File: config.mk
export PLATFORM = sky130hd
export DESIGN_NAME = imem_dmem_arbiter
export DESIGN_NICKNAME = d
export VERILOG_FILES = /design/src/rtl/imem_dmem_arbiter.sv
export SDC_FILE = /design/constraint.sdc
export NUM_CORES = 1
export LEC_CHECK = 0
export CORE_MARGIN = 3
export CORE_UTILIZATION = 46
export DETAILED_ROUTE_END_ITERATION = 16
export GPL_ROUTABILITY_DRIVEN = 0
export PLACE_DENSITY = 0.88
export SLEW_MARGIN = 20
export SYNTH_ARGS = -nofsm -noshare
export SYNTH_HDL_FRONTEND = slang
export SYNTH_SLANG_ARGS = --single-unit
File: constraint.sdc
create_clock -name clk -period 2.4 [get_ports clk]
set_clock_uncertainty 0.1 [all_clocks]
set_input_delay 0.36 -clock clk [delete_from_list [all_inputs] [get_ports clk]]
set_output_delay 0.36 -clock clk [all_outputs]
set_load 0.05 [all_outputs]
File: src/rtl/imem_dmem_arbiter.sv
// Round-robin arbiter sharing one memory port between the instruction fetcher (I)
// and the load/store unit (D). Only one memory transaction is in flight at a time.
module imem_dmem_arbiter #(
    parameter int bits       = 32,
    parameter bit RESET_LAST = 1'b1
) (
    input  logic            clk,
    input  logic            rst,
    input  logic            i_req,
    input  logic [bits-1:0] i_addr,
    output logic            i_rdy,
    output logic            i_valid,
    output logic [bits-1:0] i_rdata,
    input  logic            d_req,
    input  logic            d_we,
    input  logic [3:0]      d_be,
    input  logic [bits-1:0] d_addr,
    input  logic [bits-1:0] d_wdata,
    output logic            d_rdy,
    output logic            d_valid,
    output logic [bits-1:0] d_rdata,
    output logic            proc_req,
    output logic            mem_we,
    output logic [3:0]      mem_be,
    output logic [bits-1:0] mem_addr,
    output logic [bits-1:0] mem_wdata,
    input  logic            mem_rdy,
    input  logic            valid,
    input  logic [bits-1:0] RDATA
);

    typedef enum logic [1:0] {IDLE, REQ, RESP} state_t;
    typedef enum logic [1:0] {OWN_NONE, OWN_I, OWN_D} owner_t;

    state_t          state_reg;
    owner_t          owner_reg;
    logic            last_reg;      // 1 = D was granted last
    logic [bits-1:0] i_rdata_reg;
    logic [bits-1:0] d_rdata_reg;
    logic            grant_i;
    logic            grant_d;
    logic            accept;
    logic            respond;

    // Grants are only decided in IDLE, so a completion never overlaps a new grant.
    always_comb begin
        grant_i = 1'b0;
        grant_d = 1'b0;
        if (state_reg == IDLE) begin
            if (i_req && d_req) begin
                grant_i = last_reg;
                grant_d = !last_reg;
            end else begin
                grant_i = i_req;
                grant_d = d_req;
            end
        end
    end

    assign accept  = (state_reg == REQ) && mem_rdy;
    assign respond = (state_reg == RESP) && valid;

    assign i_rdy   = accept  && (owner_reg == OWN_I);
    assign d_rdy   = accept  && (owner_reg == OWN_D);
    assign i_valid = respond && (owner_reg == OWN_I);
    assign d_valid = respond && (owner_reg == OWN_D);

    // Read data is forwarded in the valid cycle and held afterwards.
    assign i_rdata = i_valid ? RDATA : i_rdata_reg;
    assign d_rdata = d_valid ? RDATA : d_rdata_reg;

    always_ff @(posedge clk) begin
        if (!rst) begin
            state_reg   <= IDLE;
            owner_reg   <= OWN_NONE;
            last_reg    <= RESET_LAST;
            proc_req    <= 1'b0;
            mem_we      <= 1'b0;
            mem_be      <= 4'b0000;
            mem_addr    <= '0;
            mem_wdata   <= '0;
            i_rdata_reg <= '0;
            d_rdata_reg <= '0;
        end else begin
            if (i_valid) begin
                i_rdata_reg <= RDATA;
            end
            if (d_valid) begin
                d_rdata_reg <= RDATA;
            end
            case (state_reg)
                IDLE: begin
                    if (grant_i) begin
                        owner_reg <= OWN_I;
                        last_reg  <= 1'b0;
                        mem_addr  <= i_addr;
                        mem_we    <= 1'b0;
                        mem_be    <= 4'b0000;
                        mem_wdata <= '0;
                        proc_req  <= 1'b1;
                        state_reg <= REQ;
                    end else if (grant_d) begin
                        owner_reg <= OWN_D;
                        last_reg  <= 1'b1;
                        mem_addr  <= d_addr;
                        mem_we    <= d_we;
                        mem_be    <= d_be;
                        mem_wdata <= d_wdata;
                        proc_req  <= 1'b1;
                        state_reg <= REQ;
                    end
                end
                REQ: begin
                    if (mem_rdy) begin
                        proc_req <= 1'b0;
                        if (mem_we) begin
                            // Writes complete on acceptance; no read data follows.
                            state_reg <= IDLE;
                            owner_reg <= OWN_NONE;
                        end else begin
                            state_reg <= RESP;
                        end
                    end
                end
                RESP: begin
                    if (valid) begin
                        state_reg <= IDLE;
                        owner_reg <= OWN_NONE;
                    end
                end
                default: begin
                    state_reg <= IDLE;
                    owner_reg <= OWN_NONE;
                end
            endcase
        end
    end

endmodule
==> results of run 1 <==
what timing repair did:
item	CTS	global route
gates resized for setup	0	9
setup endpoints to repair	0	38
hold buffers	0	0
cell usage in the layout (no fill, tap or decap), types with 11 or more instances in the layout:
master	Yosys	layout
clkdlybuf4s50_1	0	208
dfxtp_1	139	137
a21oi_1	134	134
o21ai_0	91	87
buf_4	10	84
nand2_1	67	67
nand3_1	64	64
o21ai_1	44	48
o2111ai_1	38	38
o211ai_1	32	32
a311oi_1	32	32
clkbuf_16	0	17
buf_12	0	11
layer usage:
metal / global-route usage (%) / vias up / part of all wire, %
li1: - / 3330 / -
met1: 33.26 / 3307 / 37
met2: 47.58 / 359 / 49
met3: 10.83 / 44 / 11
met4: 10.71 / 0 / 2.4
met5: 0 / - / 0
logic make-up after synthesis:
family,Yosys count,share of synthesized area (%)
AND/OR/NAND/NOR,154,11.42
AO/OA/AOI/OAI,376,35.85
flip-flops,139,44.54
buffers and inverters,98,8.192
cell type report:
type                       count  share of cell area, %
inverter                       4                 0.1838
timing repair buffer         305                  31.02
multi-input combinational    530                  31.08
clock buffer                  23                  4.911
clock inverter                 8                  1.234
antenna                        3                0.07879
tap                          172                  2.259
sequential                   139                  29.23
worst register-to-register path, cell delays in order (launching register included):
cell and delay (ps):
dfxtp_2 350, or2_1 390, nor2_2 160, buf_4 350, a311oi_1 170
power by group through the flow:
stage | logic, mW | clock network [mW] | registers [mW]
floorplan | 0.510 | 0 | 2.86
finish | 1.46 | 2.62 | 2.48
global route | 1.54 | 2.75 | 2.49
CTS | 1.45 | 2.65 | 2.48
global placement | 1.43 | 0 | 2.52
detailed placement | 1.44 | 0 | 2.53
through the flow:
stage | util (%) | worst slack (ps) | TNS, ps | hold slack (ps)
2_1_floorplan | - | 437.5 | 0 | 358.2
3_3_place_gp | 69.02 | 145.5 | 0 | 357.7
3_5_place_dp | 69.02 | 113.3 | 0 | 365.0
4_1_cts | 73.55 | 36.80 | 0 | 373.1
5_1_grt | 73.70 | -1.841 | -1.841 | 391.8
6_report | 73.70 | 119.0 | 0 | 371.7
worst max path at each step:
stage,depth (start not counted),to,startpoint,slack (ps)
floorplan,4,d_valid,state_reg[0]$_SDFFE_PN0P_,440
global placement,6,i_rdata[1],valid,150
detailed placement,6,i_rdata[6],valid,110
CTS,5,i_rdata[4],owner_reg[1]$_SDFFE_PN0P_,40
global route,5,i_rdata[9],owner_reg[1]$_SDFFE_PN0P_,-2
finish,6,d_rdata[1],valid,120
==> impl_metrics.ini, run 1 <==
[finish]
multiInputGateArea_um2 = 2962
fin_cells = 1184
syn_to_final_growth_pct = 52.51
drive_above_1_share_pct = 13.48
fillers = 1002
fin_nets = 1136
finalInstanceArea_um2 = 9528
regArea_um2 = 2785

[floorplanning]
dieWidth_um = 122.5
io_pins = 277
initial_core_util_pct = 48.33
core_um2 = 12930
std_cell_rows = 41
dieHeight_um = 122.5
die_area_um2 = 15010

[clocking]
cts_buffers = 17
numClockSinks = 139
clockRootBuffer = clkbuf_16
htree_levels = 4
clk_pin_slew_ps = 60
tritoncts = yes
clockBufferDepth = 2
cts_setup_buffers = 0
clkLatencyLatePin_ps = 410

[routing]
drt_iter0_markers = 811
wl_um = 22030
routed_via_density = 5.946
vias = 7040
dr.pass1.iters = 5
ant_nets = 0
drc = 0
routedWlPerCell_um = 18.61

[grt]
grt_use_total_pct = 28.50
grt_pass1_vias = 6550
grt_pass1_wl_um = 34090
overflow = 0
antenna_found_initial = 2
grt_max_degree = 67

[timing]
min_period_ps = 2281
setup_viol = 0
hold_viol = 0
fmax_mhz = 438.4
worst_slew_pin_slew_ps = 605.6
drv_slew = 0
relSlewSlack_pct = 59.50
fin_crit_sh_pct = 95.04

[synthesis]
synthFlopType = dfxtp_1
syn_area_um2 = 6247
yosysMostFrequentCell = dfxtp_1
yosys-top-cells-area = dfxtp_1 45%, a21oi_1 11%, o21ai_0 7.3%, o2111ai_1 5.3%, nand3_1 5.1%
yosysTopAreaCell = dfxtp_1
async_flop_share_pct = 0
syn_nets = 906
ys_seq_area_share_pct = 44.54
avgSynthCellArea_um2 = 8.145
synth_top_area_share_pct = 44.54
ys_ff_latch = 139
synth_cell_types = 31
synth_common_cells = 139 x dfxtp_1, 134 x a21oi_1, 91 x o21ai_0
syn_inst = 767
synth_edf_count = 0
synth_warnings = 0

[critical_path]
crit_buf_inv = 3
critical_path.max_stage_delay_ps = 490
crit_top_cell = buf_4
worst-r2r-setup-slack_ps = 740
critPathKind = in2out
reg2reg_depth = 4
reg2reg_to = mem_addr[15]$_SDFFE_PN0P_
crit_chain = clkdlybuf4s50_1 > and3b_2 > buf_4 > nand3_1 > nand2_1 > buf_4
cp_slowest_cell = clkdlybuf4s50_1
path_max_fanout = 14
worstPathRequired_ps = 1940
endpoint_kind = primary output
arrival_ps = 1820
cpLargestDelayFamily = buffers and inverters
reg2reg_from = state_reg[1]$_SDFFE_PN0P_
cp-start-kind = input port

[power]
power_leakage_nw = 3.720
p_switching_mw = 1.908
p_int_mw = 4.652
combPwrFrac_pct = 22.2
pwr-share-clk_pct = 40.0
total_power_mw = 6.560
p_seq_share_pct = 37.8
swShare_pct = 29.09
p_per_area_nw_per_um2 = 688.5
vdd_drop_max_uv = 679.6

[min_path]
holdPathEnd = mem_wdata[19]$_SDFFE_PN0P_
hp-start = mem_wdata[19]$_SDFFE_PN0P_
hp-class = reg2reg
hold_depth = 2

[placement]
place_area_um2 = 8922
dp_hpwl_um = 14820
io_buffers = 276
placedCellCount = 1150

[job]
cap_violations = 0

[run_status]
status = completed
Power figures use the tool's default switching activity.
==> run 2, diff against run 1 <==
--- a/config.mk
+++ b/config.mk
@@ -9,7 +9,7 @@
 export CORE_UTILIZATION = 46
 export DETAILED_ROUTE_END_ITERATION = 16
 export GPL_ROUTABILITY_DRIVEN = 0
-export PLACE_DENSITY = 0.88
+export PLACE_DENSITY = 0.87
 export SLEW_MARGIN = 20
 export SYNTH_ARGS = -nofsm -noshare
 export SYNTH_HDL_FRONTEND = slang
==> run 2 against run 1 <==
Compared with the run above:
- count of clock-buffer cells in the layout down 3
- largest cell class is now non-clock buffers
- critical endpoint is now d_rdata[23]
- hold slack better by 3.8 ps
- cell count increased by 0.34%
- fmax is 0.36% lower
==> impl_metrics.ini, run 2 (synthesis gave the netlist of run 1 again) <==
[grt]
grt_pass1_vias = 6915
antenna_found_initial = 1
overflow = 0
grt_use_total_pct = 29.68
grt_pass1_wl_um = 35420
grt_max_degree = 51

[floorplanning]
dieHeight_um = 122.5
std_cell_rows = 41
die_area_um2 = 15010
core_um2 = 12930
initial_core_util_pct = 48.33
dieWidth_um = 122.5
io_pins = 277

[timing]
finalSetupTns_ps = 0
hold_ws_ps = 375.5
fmax_mhz = 436.8
fin_crit_sh_pct = 95.38
hold_viol = 0
worst_slew_pin_slew_ps = 594.8
min_period_ps = 2289
drv_slew = 0
relSlewSlack_pct = 60.23
setup_viol = 0
rsz0062_at_grt = no

[finish]
mostFrequentLayoutCell = clkdlybuf4s50_1
syn_to_final_growth_pct = 63.15
antenna_cells = 0
fin_nets = 1142
fillers = 876
final_cell_mix = 208 x clkdlybuf4s50_1, 138 x dfxtp_1, 134 x a21oi_1, 78 x o21ai_0, 67 x nand2_1
drive_above_1_share_pct = 14.17
fin_cells = 1188

[placement]
io_buffers = 276
dp_hpwl_um = 15400
placedCellCount = 1156

[clocking]
clk_pin_slew_ps = 60
clkLatencyLatePin_ps = 410
clockRootBuffer = clkbuf_16
cts_setup_buffers = 0
cts_buffers = 17
clockBufferDepth = 2
tritoncts = yes
ctsHoldBuffers = 0
htree_levels = 4
numClockSinks = 139

[power]
p_seq_share_pct = 36.3
pwr-share-clk_pct = 41.8
combPwrFrac_pct = 21.9
vdd_drop_max_uv = 419.5
swShare_pct = 28.78
total_power_mw = 6.833
p_per_area_nw_per_um2 = 670.4
p_switching_mw = 1.967
p_int_mw = 4.866
power_leakage_nw = 3.894

[routing]
dr.pass1.iters = 5
wl_um = 22790
ant_nets = 0
vias = 7134
drt_iter0_markers = 884
routed_via_density = 6.005
drc = 0
routedWlPerCell_um = 19.19

[job]
cap_violations = 0

[critical_path]
arrival_ps = 1830
critPathKind = reg2out
endpoint_kind = primary output
reg2reg_to = mem_addr[18]$_SDFFE_PN0P_
path_max_fanout = 48
reg2reg_depth = 5
cp-start-kind = flop
reg2reg_from = last_reg$_SDFFE_PN1P_
worst-r2r-setup-slack_ps = 740
worstPathRequired_ps = 1940

[min_path]
holdPathEnd = mem_wdata[0]$_SDFFE_PN0P_
hp-start = mem_wdata[0]$_SDFFE_PN0P_
hp-class = reg2reg
hold_depth = 2

[run_status]
status = completed
[run 2: cell types whose count changed in the layout (fill, tap and decap cells not counted)]
cell       before  now
buf_12         11   57
buf_4          84   45
buf_6           2    1
bufinv_16       3    5
clkbuf_1        4    2
clkbuf_8        2    1
clkinv_4        0    2
dfxtp_1       137  138
dfxtp_2         2    1
diode_2         3    0
o21ai_0        87   78
o21ai_1        48   57
[run 2: per-stage QoR]
step | setup WS, ps | util (%) | area, um2
finish | 110.8 | 78.84 | 10190
global placement | 166.5 | 73.82 | 9543
CTS | 1.394 | 78.78 | 10180
detailed placement | 136.8 | 73.82 | 9543
floorplan | 437.5 | - | 6247
global route | 3.189 | 78.84 | 10190
[run 2: repair_timing]
action / CTS / global route
endpoints found under the hold margin: 0 / 0
gates resized for setup: 0 / 16
setup endpoints to repair: 0 / 52
[run 2: final cells by class]
type                    instances  area, um2  share of cell area (%)
multi-input cells             530       2962                   29.06
repair buffers                311       3572                   35.05
clock buffers                  20      446.7                   4.383
inverters                       4      17.52                  0.1719
clock inverters                12      195.2                   1.915
flip-flops and latches        139       2784                   27.31
well taps                     172      215.2                   2.111
[run 2: worst max-delay path by stage]
| stage | from | to | slack, ps | cells after the start |
|---|---|---|---|---|
| final | state_reg[0]$_SDFFE_PN0P_ | d_rdata[23] | 110 | 5 |
| after global routing | state_reg[0]$_SDFFE_PN0P_ | d_rdata[4] | 3 | 5 |
| after CTS | owner_reg[1]$_SDFFE_PN0P_ | i_rdata[17] | 1 | 5 |
| after detailed placement | valid | i_rdata[21] | 140 | 6 |
| after global placement | valid | d_rdata[12] | 170 | 6 |
| after floorplan | state_reg[0]$_SDFFE_PN0P_ | d_valid | 440 | 4 |
[run 2: power by group through the flow]
stage / logic, mW / clock network [mW] / registers, mW
after floorplan: 0.510 / 0 / 2.86
after global placement: 1.47 / 0 / 2.52
after detailed placement: 1.48 / 0 / 2.53
after CTS: 1.49 / 2.88 / 2.48
after global routing: 1.57 / 2.99 / 2.49
final: 1.50 / 2.85 / 2.48
[run 2: metal layers]
metal,wire length (um),up-vias,GRT usage [%]
met5,18,-,0
met4,797,2,12.88
met3,2164,70,9.954
met2,11390,368,51.39
met1,8421,3350,33.19
li1,-,3344,-
[run 2: critical path, stage by stage, from the launching register on]
cell and delay [ps]:
dfxtp_1 370, nand3b_1 240, buf_12 220, o21ai_0 250, nand2_1 140, buf_12 170
==> run 3, diff against run 2 <==
--- a/config.mk
+++ b/config.mk
@@ -14,3 +14,4 @@
 export SYNTH_ARGS = -nofsm -noshare
 export SYNTH_HDL_FRONTEND = slang
 export SYNTH_SLANG_ARGS = --single-unit
+export TNS_END_PERCENT = 30
==> run 3 against run 2 <==
Compared with the run above:
- sequential power hardly changed
- final area hardly changed
- via count is 0.15% lower
- global-route usage stayed put
- power hardly changed
- critical path depth stayed put
- worst setup slack worse by 0.76 ps
- clock power hardly changed
- die area stayed put
- critical path type unchanged
- critical endpoint unchanged
==> impl_metrics.ini, run 3 (synthesis gave the netlist of run 1 again) <==
[run_status]
status = completed

[clocking]
clockBufferDepth = 2
tritoncts = yes
cts_buffers = 17
numClockSinks = 139
htree_levels = 4
clockRootBuffer = clkbuf_16
clkLatencyLatePin_ps = 410
clk_pin_slew_ps = 60

[power]
vdd_drop_max_uv = 419.3
total_power_mw = 6.832
p_per_area_nw_per_um2 = 670.6
power_leakage_nw = 3.893

[finish]
syn_to_final_growth_pct = 63.09
mostFrequentLayoutCell = clkdlybuf4s50_1
antenna_cells = 0
fin_cells = 1188
finalInstanceArea_um2 = 10190
final_cell_mix = 208 x clkdlybuf4s50_1, 138 x dfxtp_1, 134 x a21oi_1, 78 x o21ai_0, 67 x nand2_1
drive_above_1_share_pct = 14.17
fin_nets = 1142

[critical_path]
worst-r2r-setup-slack_ps = 740
worstPathRequired_ps = 1940
crit_chain = nand3b_1 > buf_12 > o21ai_0 > nand2_1 > buf_12
path_max_fanout = 48
reg2reg_to = mem_addr[18]$_SDFFE_PN0P_
crit_top_cell = buf_12
reg2reg_from = last_reg$_SDFFE_PN1P_
cp_slowest_cell = dfxtp_1
arrival_ps = 1830
crit_buf_inv = 2
critPathKind = reg2out
cp-start-kind = flop
cpLargestDelayFamily = buffers and inverters
critical_path.max_stage_delay_ps = 370
cp_num_cells = 5
reg2reg_depth = 5
endpoint_kind = primary output

[timing]
finalSetupTns_ps = 0
rsz0062_at_grt = yes
hold_ws_ps = 375.5
setup_viol = 0
drv_slew = 0
worst_slew_pin_slew_ps = 594.8
fin_crit_sh_pct = 95.41
fmax_mhz = 436.7
hold_viol = 0
min_period_ps = 2290
relSlewSlack_pct = 60.23

[floorplanning]
initial_core_util_pct = 48.33
dieHeight_um = 122.5
dieWidth_um = 122.5
io_pins = 277
die_area_um2 = 15010
std_cell_rows = 41
core_um2 = 12930

[job]
cap_violations = 0

[grt]
grt_max_degree = 51
grt_pass1_wl_um = 35420
overflow = 0
antenna_found_initial = 1
grt_use_total_pct = 29.68
grt_pass1_vias = 6915

[placement]
placedCellCount = 1156
dp_hpwl_um = 15400
place_area_um2 = 9543
io_buffers = 276

[routing]
vias = 7123
wl_um = 22800
ant_nets = 0
routed_via_density = 5.996
drc = 0
routedWlPerCell_um = 19.19
drt_iter0_markers = 884
dr.pass1.iters = 5

[min_path]
hp-class = reg2reg
hold_depth = 2
hp-start = mem_wdata[0]$_SDFFE_PN0P_
holdPathEnd = mem_wdata[0]$_SDFFE_PN0P_
## run 3: cell counts in the layout (fill, tap and decap cells not counted)
Identical to the previous run, type by type.
## run 3: area by class of cell
| cell class | instances | area [um2] |
|---|---|---|
| clock inverters | 12 | 195.2 |
| multi-input cells | 530 | 2962 |
| well taps | 172 | 215.2 |
| repair buffers | 311 | 3568 |
| flip-flops and latches | 139 | 2784 |
| fillers | 877 | 2739 |
| clock buffers | 20 | 446.7 |
| inverters | 4 | 17.52 |
## run 3: worst min-delay path: cells and delay by family, from the launching register on
kind / cells / cell delay, ps
compound gates: 2 / 120
flops: 1 / 310
## run 3: power breakdown
| part | total (mW) | leakage [nW] | internal [mW] | switching (mW) |
|---|---|---|---|---|
| sequential | 2.48 | 1.13 | 2.42 | 0.0614 |
| clock | 2.85 | 0.314 | 1.87 | 0.988 |
| combinational | 1.50 | 2.45 | 0.580 | 0.918 |
## run 3: worst max-delay path by stage
stage	startpoint	to
after detailed placement	valid	i_rdata[21]
after CTS	owner_reg[1]$_SDFFE_PN0P_	i_rdata[17]
after global routing	owner_reg[0]$_SDFFE_PN0P_	d_rdata[13]
after global placement	valid	d_rdata[12]
after floorplan	state_reg[0]$_SDFFE_PN0P_	d_valid
final	state_reg[0]$_SDFFE_PN0P_	d_rdata[23]
## run 3: per-stage QoR
| stage | setup slack (ps) | utilization [%] |
|---|---|---|
| 2_1_floorplan | 437.5 | - |
| 3_3_place_gp | 166.5 | 73.82 |
| 3_5_place_dp | 136.8 | 73.82 |
| 4_1_cts | 1.394 | 78.78 |
| 5_1_grt | -0.3699 | 78.81 |
| 6_report | 110.1 | 78.81 |
## run 3: routing by layer
layer / share of wire, % / track usage (%) / vias to the layer above
met4: 3.5 / 12.88 / 2
met2: 50 / 51.39 / 359
met1: 37 / 33.19 / 3348
met3: 9.4 / 9.954 / 70
li1: - / - / 3344
met5: 0.079 / 0 / -
## run 3: what timing repair did
| item | CTS | global route |
|---|---|---|
| buffers inserted | 0 | 0 |
| resized for setup | 0 | 15 |
| hold buffers | 0 | 0 |
| endpoints found under the setup margin | 0 | 52 |
